===== src/rtl/move_input_ctrl.sv =====
// Direction-button conditioner: synchronise, debounce, fixed-priority encode,
// and emit one-clock moves on the game tick with collision knockback lockout.
module move_input_ctrl #(
    parameter int unsigned DEBOUNCE_CYCLES = 250000,
    parameter int unsigned TICK_CYCLES     = 416667,
    parameter int unsigned LOCKOUT_TICKS   = 8
) (
    input  logic       clk,
    input  logic       rst,
    input  logic       btn_up,
    input  logic       btn_down,
    input  logic       btn_left,
    input  logic       btn_right,
    input  logic       enemy_collide,
    output logic [3:0] move_dir,
    output logic       move_tick,
    output logic [3:0] held,
    output logic       locked
);

    localparam int unsigned DW = $clog2(DEBOUNCE_CYCLES + 1);
    localparam int unsigned TW = $clog2(TICK_CYCLES + 1);
    localparam int unsigned LW = (LOCKOUT_TICKS > 0) ? $clog2(LOCKOUT_TICKS + 1) : 1;

    localparam logic [DW-1:0] DB_LAST   = DW'(DEBOUNCE_CYCLES - 1);
    localparam logic [TW-1:0] TICK_LAST = TW'(TICK_CYCLES - 1);
    localparam logic [TW-1:0] TICK_PRE  = TW'(TICK_CYCLES - 2);
    localparam logic [LW-1:0] LOCK_LOAD = LW'(LOCKOUT_TICKS);

    logic [3:0]    raw_c;
    logic [3:0]    sync_q1;
    logic [3:0]    sync_q2;
    logic [DW-1:0] db_cnt [4];
    logic [TW-1:0] tick_cnt;
    logic [LW-1:0] lock_cnt;
    logic [LW-1:0] lock_cnt_next_c;
    logic [3:0]    enc_c;

    assign raw_c = {btn_up, btn_down, btn_left, btn_right};

    // Two-flop synchroniser for the asynchronous buttons
    always_ff @(posedge clk or posedge rst) begin
        if (rst) begin
            sync_q1 <= '0;
            sync_q2 <= '0;
        end else begin
            sync_q1 <= raw_c;
            sync_q2 <= sync_q1;
        end
    end

    // Debounce: held[i] follows the synced level only after it has disagreed long enough
    always_ff @(posedge clk or posedge rst) begin
        if (rst) begin
            for (int i = 0; i < 4; i++) begin
                db_cnt[i] <= '0;
            end
            held <= '0;
        end else begin
            for (int i = 0; i < 4; i++) begin
                if (sync_q2[i] == held[i]) begin
                    db_cnt[i] <= '0;
                end else if (db_cnt[i] == DB_LAST) begin
                    held[i]   <= ~held[i];
                    db_cnt[i] <= '0;
                end else begin
                    db_cnt[i] <= db_cnt[i] + DW'(1);
                end
            end
        end
    end

    // Tick counter; move_tick is registered one count early so it lines up with TICK_LAST
    always_ff @(posedge clk or posedge rst) begin
        if (rst) begin
            tick_cnt  <= '0;
            move_tick <= 1'b0;
        end else begin
            tick_cnt  <= (tick_cnt == TICK_LAST) ? '0 : tick_cnt + TW'(1);
            move_tick <= (tick_cnt == TICK_PRE);
        end
    end

    // Fixed priority up > down > left > right
    always_comb begin
        enc_c = 4'b0000;
        if (held[3]) begin
            enc_c = 4'b1000;
        end else if (held[2]) begin
            enc_c = 4'b0100;
        end else if (held[1]) begin
            enc_c = 4'b0010;
        end else if (held[0]) begin
            enc_c = 4'b0001;
        end
    end

    // Collision reload takes precedence over the per-tick decrement
    always_comb begin
        lock_cnt_next_c = lock_cnt;
        if (enemy_collide) begin
            lock_cnt_next_c = LOCK_LOAD;
        end else if (move_tick && (lock_cnt != '0)) begin
            lock_cnt_next_c = lock_cnt - LW'(1);
        end
    end

    always_ff @(posedge clk or posedge rst) begin
        if (rst) begin
            lock_cnt <= '0;
            locked   <= 1'b0;
        end else begin
            lock_cnt <= lock_cnt_next_c;
            locked   <= (lock_cnt_next_c != '0);
        end
    end

    // One-clock move following each tick unless locked out or a collision is arriving
    always_ff @(posedge clk or posedge rst) begin
        if (rst) begin
            move_dir <= '0;
        end else if (move_tick && !locked && !enemy_collide) begin
            move_dir <= enc_c;
        end else begin
            move_dir <= '0;
        end
    end

endmodule


===== config.mk =====
export PLATFORM = sky130hd
export DESIGN_NAME = move_input_ctrl
export DESIGN_NICKNAME = d
export VERILOG_FILES = /design/src/rtl/move_input_ctrl.sv
export SDC_FILE = /design/constraint.sdc
export NUM_CORES = 1
export LEC_CHECK = 0
export ABC_AREA = 1
export ABC_CLOCK_PERIOD_IN_PS = 4900
export BUFFER_PORTS_ARGS = -buffer_cell sky130_fd_sc_hd__buf_2
export CELL_PAD_IN_SITES_DETAIL_PLACEMENT = 1
export CELL_PAD_IN_SITES_GLOBAL_PLACEMENT = 2
export CORE_ASPECT_RATIO = 0.6
export CORE_UTILIZATION = 37
export DETAILED_ROUTE_END_ITERATION = 10
export HOLD_SLACK_MARGIN = 0.1
export PLACE_DENSITY = 0.84
export SETUP_SLACK_MARGIN = 0.02
export SYNTH_ARGS = -nofsm -noshare
export SYNTH_HDL_FRONTEND = slang
export SYNTH_SLANG_ARGS = --single-unit

===== constraint.sdc =====
create_clock -name clk -period 4.9 [get_ports clk]
set_input_delay 0.98 -clock clk [delete_from_list [all_inputs] [get_ports clk]]
set_output_delay 0.98 -clock clk [all_outputs]
set_load 0.01 [all_outputs]

Word level (Yosys, flattened, before mapping)
Index checks and enable logic that the tools add are counted.
Word-level totals
  bits in registers: 113
  output and inout bits: 10
  word-level logic and storage cells: 66
Cells by class
  add/subtract/negate cells: 6
  equality and inequality tests: 10
  mux-type cells: 16
  bitwise gates (word level): 8
  reduce and logical (&&, ||, !) cells: 11
Operator list (number)
  2-to-1 mux 18 bit: 8
  adder 18 x 1 -> 18 bit, second input constant: 4
  equality test 18 bit, second input constant: 4
  equality test 19 bit, second input constant: 2
  adder 19 x 1 -> 19 bit, second input constant: 1
  2-to-1 mux 19 bit: 1
  2-to-1 mux 4 bit: 4
  NOT 1 bit: 8
  AND reduction 2 bit: 4
  nonzero test 4 bit: 2
  equality test 1 bit: 4
  subtractor 4 x 1 -> 4 bit, second input constant: 1
  logical AND 1 bit: 3
  2-to-1 mux 3 bit: 1
  logical NOT 1 bit: 2
  2-to-1 mux 2 bit: 1
  2-to-1 mux 1 bit: 1

Depth between registers and ports, before layout
Gate-level depths: netlist of the first run.
  depth after elaboration: 5
  mapped depth: 10
  mapped depth without buffers: 10

Worst setup path before layout of the first run
No wires, ideal clock.
  path type: reg-to-output
  from: register held[3]
  to: output port held[3]
  arrival: 0.443 ns
  required time: 3.920 ns
  path slack: 3.477 ns
  stages on the path, launching flop included: 1
  path buffers: 0
  cells stage by stage: dfrtp_1
RTL lines
  start: declaration: RTL line 17  | output logic [3:0] held,
  start signal: indexed assignment: RTL line 64  | held[i] <= ~held[i];
No word-level cell between the ends.

Worst setup path in the final report of the first run
  from: register held[1]
  to: output port held[1]
No word-level cell between the ends.

==> results.toml, run 1 <==
[synth]
yosysSeqAreaShare = 0.4559
synth_flop_cell = "dfrtp_1"
synth_fa_ha_area_frac = 0.01614
synth_seq_cells = 113
syn_inst = 830
synthArstFlopShare = 1.000
synth_xor_area_frac = 0.05326
netlist.area_leader.share = 0.4559
synth_top_family_by_area = "simple AND/OR/NAND/NOR gates"
synth_fp_nets = 845
synth_compound_area_frac = 0.02461
synth_top_cells_by_area = "dfrtp_1 (46%), nand2_1 (12%), nor2_1 (12%), inv_1 (6.4%), nand3_1 (4.6%)"
yosys_warnings = 0
synthMuxAreaShare = 0
synth_top_cell_by_area = "dfrtp_1"
synth-simple-area-share = 0.3799
yosys.cell_types.count = 31
synth_enable_flop_cells = 0
synth_area_per_cell_um2 = 7.473
syn_area_um2 = 6202

[floorplanning]
initial_utilization = 0.3804
rows = 36
dieWidth_um = 169.1
die-area_um2 = 17300
core_um2 = 16310
pin_count = 17
chipHeight_um = 102.3

[sta]
slew_headroom = 0.2990
tightest_slew_ns = 1.044
tns_ns = 0
rsz0062_at_grt = "no"
timing.final.crit_share = 0.4121
setup_violations = 0
fin_crit_ns = 2.019
fin_ws_ns = 2.881
fin_worst_skew_ns = 0.01131
hold_violations = 0
fmax_ghz = 0.4952
drv_slew = 0

[power]
leakagePower_nw = 3.227
power_density_nw_per_um2 = 343.4
ir_drop_mv = 0.2690

[route]
vias_per_cell = 4.884
drcViolationCount = 0
first_iter_violations = 257
avgRoutedWirePerCell_um = 15.13
wl_um = 16720
final_antenna_net_count = 0
firstDrtPassIters = 5
vias = 5397

[final_layout]
syn_to_final_growth_pct = 17.21
nFillCells = 2052
final_cell_mix = "nand2_1 (195), nor2_1 (193), dfrtp_1 (113)"
diodes = 0
drive_gt1_frac = 0.1026
nets = 880
layout_commonest_cell = "nand2_1"

[global_route]
met1_usage = 0.2977
grt-busiest-layer = "met2"
grt_util_met3 = 0.03447
antenna_found_initial = 0
use_met2 = 0.3327
grt_max_degree = 48
grt_pass1_vias = 5585
grt_pass1_wl_um = 28500
gr-usage-all-layers = 0.2124
overflow = 0

[clock_tree]
cts_tree = "yes"
numCtsBuffers = 17
cts.repair.resized = 0
hold_buffers = 0
clockRootBuffer = "clkbuf_16"
clock_latency_ns = 0.42
cts_buffer_depth = 2
cts_setup_buffers = 0
htreeDepth = 4
clk_pin_slew_ns = 0.05
cts.sink_count = 113

[worst_hold_path]
holdCritPathClass = "reg -> reg"
min_from = "sync_q1[0]"

[setup_path]
worstPathCellList = "buf_2"
r2r-start = "sync_q2[2]"
start_kind = "register"
startpoint = "held[1]"
cp_data_arrival_time_ns = 1.04
critPathMaxStageDelay_ns = 0.45
cp_slowest_cell = "dfrtp_1"
crit_fanout = 4
cp.required_ns = 3.92
end_kind = "output pin"
path_class = "reg -> out"
cp_top_family = "flip-flops"
crit_buf_inv = 1

[job]
drv_cap = 0

[placement]
place_congestion = 0.8561
place_ws_ns = 2.799
io_buffers = 16
dp_hpwl_um = 12340

[run_status]
outcome = "finished, final reports clean"
[per-layer routing]
metal	wire length (µm)	up-vias
met4	240	0
li1	-	2664
met3	400	19
met2	7365	45
met1	8715	2669
met5	0	-
[path summary, 6_finish.rpt]
kind / to / slack (ns) / cells past startpoint
min in group asynchronous: held[0] / 0.64 / 2
max: held[1] / 2.88 / 1
max reg2reg: db_cnt[30] / 3.15 / 4
min reg2reg: sync_q2[0] / 0.35 / 0
max in group asynchronous: db_cnt[5] / 3.33 / 3
min: sync_q2[0] / 0.35 / 0
[final cells by class]
| cell class | instances | area (µm²) | area share |
|---|---|---|---|
| Multi-Input combinational cell | 603 | 2939 | 0.4043 |
| Sequential cell | 113 | 2828 | 0.3890 |
| Clock buffer | 21 | 470.5 | 0.06472 |
| Inverter | 112 | 422.9 | 0.05818 |
| Tap cell | 228 | 285.3 | 0.03924 |
| Clock inverter | 10 | 229.0 | 0.03150 |
| Timing Repair Buffer | 18 | 95.09 | 0.01308 |
[flip-flops by register name (all words and copies together) (netlist names)]
| signal | count |
|---|---|
| held | 4 |
| move_tick | 1 |
| sync_q1 | 4 |
| locked | 1 |
| sync_q2 | 4 |
| lock_cnt | 4 |
| move_dir | 4 |
| tick_cnt | 19 |
| db_cnt | 72 |
[stage by stage]
| step | cell area (µm²) | hold slack (ns) | utilization | cells | total power [mW] |
|---|---|---|---|---|---|
| CTS | 7269 | 0.3559 | 0.4458 | 1105 | 2.519 |
| finish | 7269 | 0.3513 | 0.4458 | 1105 | 2.496 |
| global placement | 6570 | 0.3356 | 0.4029 | 1074 | 1.023 |
| global route | 7269 | 0.3810 | 0.4458 | 1105 | 2.569 |
| detailed placement | 6570 | 0.3428 | 0.4029 | 1074 | 1.027 |
| floorplan | 6202 | 0.3312 | - | 830 | 1.005 |
[logic make-up after synthesis]
kind of cell	count (synthesis)
fa+ha+maj	8
buf+inv	114
simple gates	530
compound gates	29
xor+xnor	36
flops	113
[report_power, final]
group	internal, mW	total (mW)	switching [mW]
logic	0.0128	0.0537	0.0409
registers	0.945	0.954	0.00905
clock network	1.04	1.49	0.447
total	2.00	2.50	0.497
[worst register-to-register path, stage by stage (launching register included)]
cell and delay, ns:
dfrtp_1 0.40, xnor2_1 0.84, inv_1 0.13, nand2_2 0.21, nor2_1 0.07
[cell usage after synthesis (2+ instances only)]
cell type and instances:
nand2_1 195, nor2_1 193, dfrtp_1 113, inv_1 106, nand3_1 57, xor2_1 24, nand4_1 20, a21oi_1 16
nor3_1 13, xnor2_1 10, ha_1 8, nand2_2 8, nand3b_1 7, nor2_4 7, nor3_2 7, o21ai_0 7
inv_2 6, nor2_2 6, nor3b_1 6, a31oi_1 4, nor4_1 4, nand3_2 3, xnor2_2 2
Note: power is estimated with default switching activity, not from simulation.
==> run 2, diff against run 1 <==
ABC_CLOCK_PERIOD_IN_PS = 1800   (was 4900)
CORE_UTILIZATION = 33   (was 37)
PLACE_DENSITY = 0.79   (was 0.84)
clock period = 1.8 ns   (was 4.9 ns; I/O delays follow)
==> run 2 against run 1 <==
  * Final area rose by 0.64%
  * Critical path depth rose by 7
  * Combinational power rose to 3.2 times the previous value
  * Die area rose by 12%
  * Power rose by 150%
  * Via count fell by 1.6%
  * Sequential share of layout area fell by 0.25 points
  * Final cell count rose by 2.4%
==> results.toml, run 2 (synthesis gave the netlist of run 1 again) <==
[run_status]
outcome = "finished, final reports clean"

[floorplanning]
die-area_um2 = 19360
rows = 38
dieWidth_um = 179.0
initial_utilization = 0.3406
pin_count = 17
chipHeight_um = 108.2
core_um2 = 18210

[final_layout]
regMostFlops = "db_cnt"
final_area_um2 = 7316
drive_gt1_frac = 0.1111
reg_top3 = "db_cnt x72, tick_cnt x19"
layout_commonest_cell = "nand2_1"
diodes = 0
final_cells = 1131
final_cell_mix = "nand2_1 (195), nor2_1 (193), dfrtp_1 (113)"
syn_to_final_growth_pct = 17.95
largest_register_ffs = 72
nets = 893

[sta]
tightest_slew_ns = 0.4836
fmax_ghz = 0.6222
setup_violations = 0
hold_violations = 0
rsz0062_at_grt = "no"
fin_crit_ns = 1.607
timing.final.crit_share = 0.8930
tns_ns = 0
slew_headroom = 0.6769
fin_worst_skew_ns = 0.009162
drv_slew = 0
fin_ws_ns = 0.1927

[placement]
placed_cells = 1094
io_buffers = 16
place_ws_ns = 0.1937
place_congestion = 0.8171
dp_hpwl_um = 12510
placed_area_um2 = 6671

[clock_tree]
htreeDepth = 4
cts_buffer_depth = 2
cts.sink_count = 113
cts_setup_buffers = 0
clockRootBuffer = "clkbuf_16"
clk_pin_slew_ns = 0.06
clock_latency_ns = 0.41
numCtsBuffers = 17
cts_tree = "yes"
cts.repair.resized = 0

[route]
first_iter_violations = 336
avgRoutedWirePerCell_um = 14.60
vias_per_cell = 4.698
vias = 5313
drcViolationCount = 0
wl_um = 16510
final_antenna_net_count = 0
firstDrtPassIters = 4

[worst_hold_path]
min_from = "enemy_collide"
holdCritPathClass = "in -> reg"

[setup_path]
start_kind = "register"
cp_data_arrival_time_ns = 1.90
r2r-start = "db_cnt[54]"
cp.required_ns = 2.09
startpoint = "db_cnt[54]"
crit_fanout = 7
path_class = "reg -> reg"
end_kind = "register"

[power]
combPwrFrac = 0.027
pwr-share-seq = 0.418
intPower_mw = 4.796
leakagePower_nw = 3.224
pwr-share-clk = 0.555
ir_drop_mv = 0.6319
swShare = 0.2279
switchingPower_mw = 1.415
power_density_nw_per_um2 = 849.0

[job]
drv_cap = 0

[global_route]
overflow = 0
grt_pass1_vias = 5265
antenna_found_initial = 0
gr-usage-all-layers = 0.1891
grt_pass1_wl_um = 28030
grt_max_degree = 43
run 2: power by group through the flow:
stage               clock network [mW]  registers [mW]  logic [mW]
floorplan                            0            2.64       0.101
global placement                     0            2.64       0.167
detailed placement                   0            2.64       0.168
CTS                               3.56            2.60       0.178
global route                      3.67            2.60       0.199
finish                            3.45            2.60       0.170
run 2: per-stage QoR:
stage / hold slack (ns) / utilization / power (mW)
after global routing: 0.2646 / 0.4017 / 6.468
after detailed placement: 0.3397 / 0.3664 / 2.809
after floorplan: 0.3312 / - / 2.737
after global placement: 0.3320 / 0.3664 / 2.807
final: 0.2662 / 0.4017 / 6.211
after CTS: 0.2420 / 0.4017 / 6.331
run 2: worst paths after layout:
kind,to,cells past startpoint,slack (ns)
worst max-delay path,db_cnt[61],8,0.19
worst min-delay path,lock_cnt[2],4,0.27
worst max register to register,db_cnt[61],8,0.19
worst min register to register,sync_q2[0],0,0.35
max in group asynchronous,tick_cnt[9],4,0.70
min in group asynchronous,db_cnt[64],3,0.52
run 2: area by class of cell:
cell class              count  area (µm²)
clock inverters            14       165.2
repair buffers             31       230.2
well taps                 240       300.3
flip-flops and latches    113        2828
fillers                  2249       10890
multi-input cells         603        2939
clock buffers              18       429.2
inverters                 112       424.2
run 2: what timing repair did:
| item | 4_1_cts | 5_1_grt |
|---|---|---|
| hold endpoints to repair | 19 | 0 |
| setup endpoints to repair | 0 | 0 |
| hold buffers | 5 | 0 |
run 2: worst max-delay path, stage by stage, from the launching register on:
cell     delay (ns)
dfrtp_1        0.39
ha_1           0.19
nand2_1        0.12
nor2_4         0.17
inv_2          0.06
nor2_1         0.13
nand3_2        0.16
nand2_2        0.18
nor2_1         0.07
run 2: per-layer routing:
layer  share of wire  global-route usage
met1            0.58              0.3060
met2            0.37              0.2397
met3           0.041             0.04325
met4          0.0085             0.05327
met5               0                   0
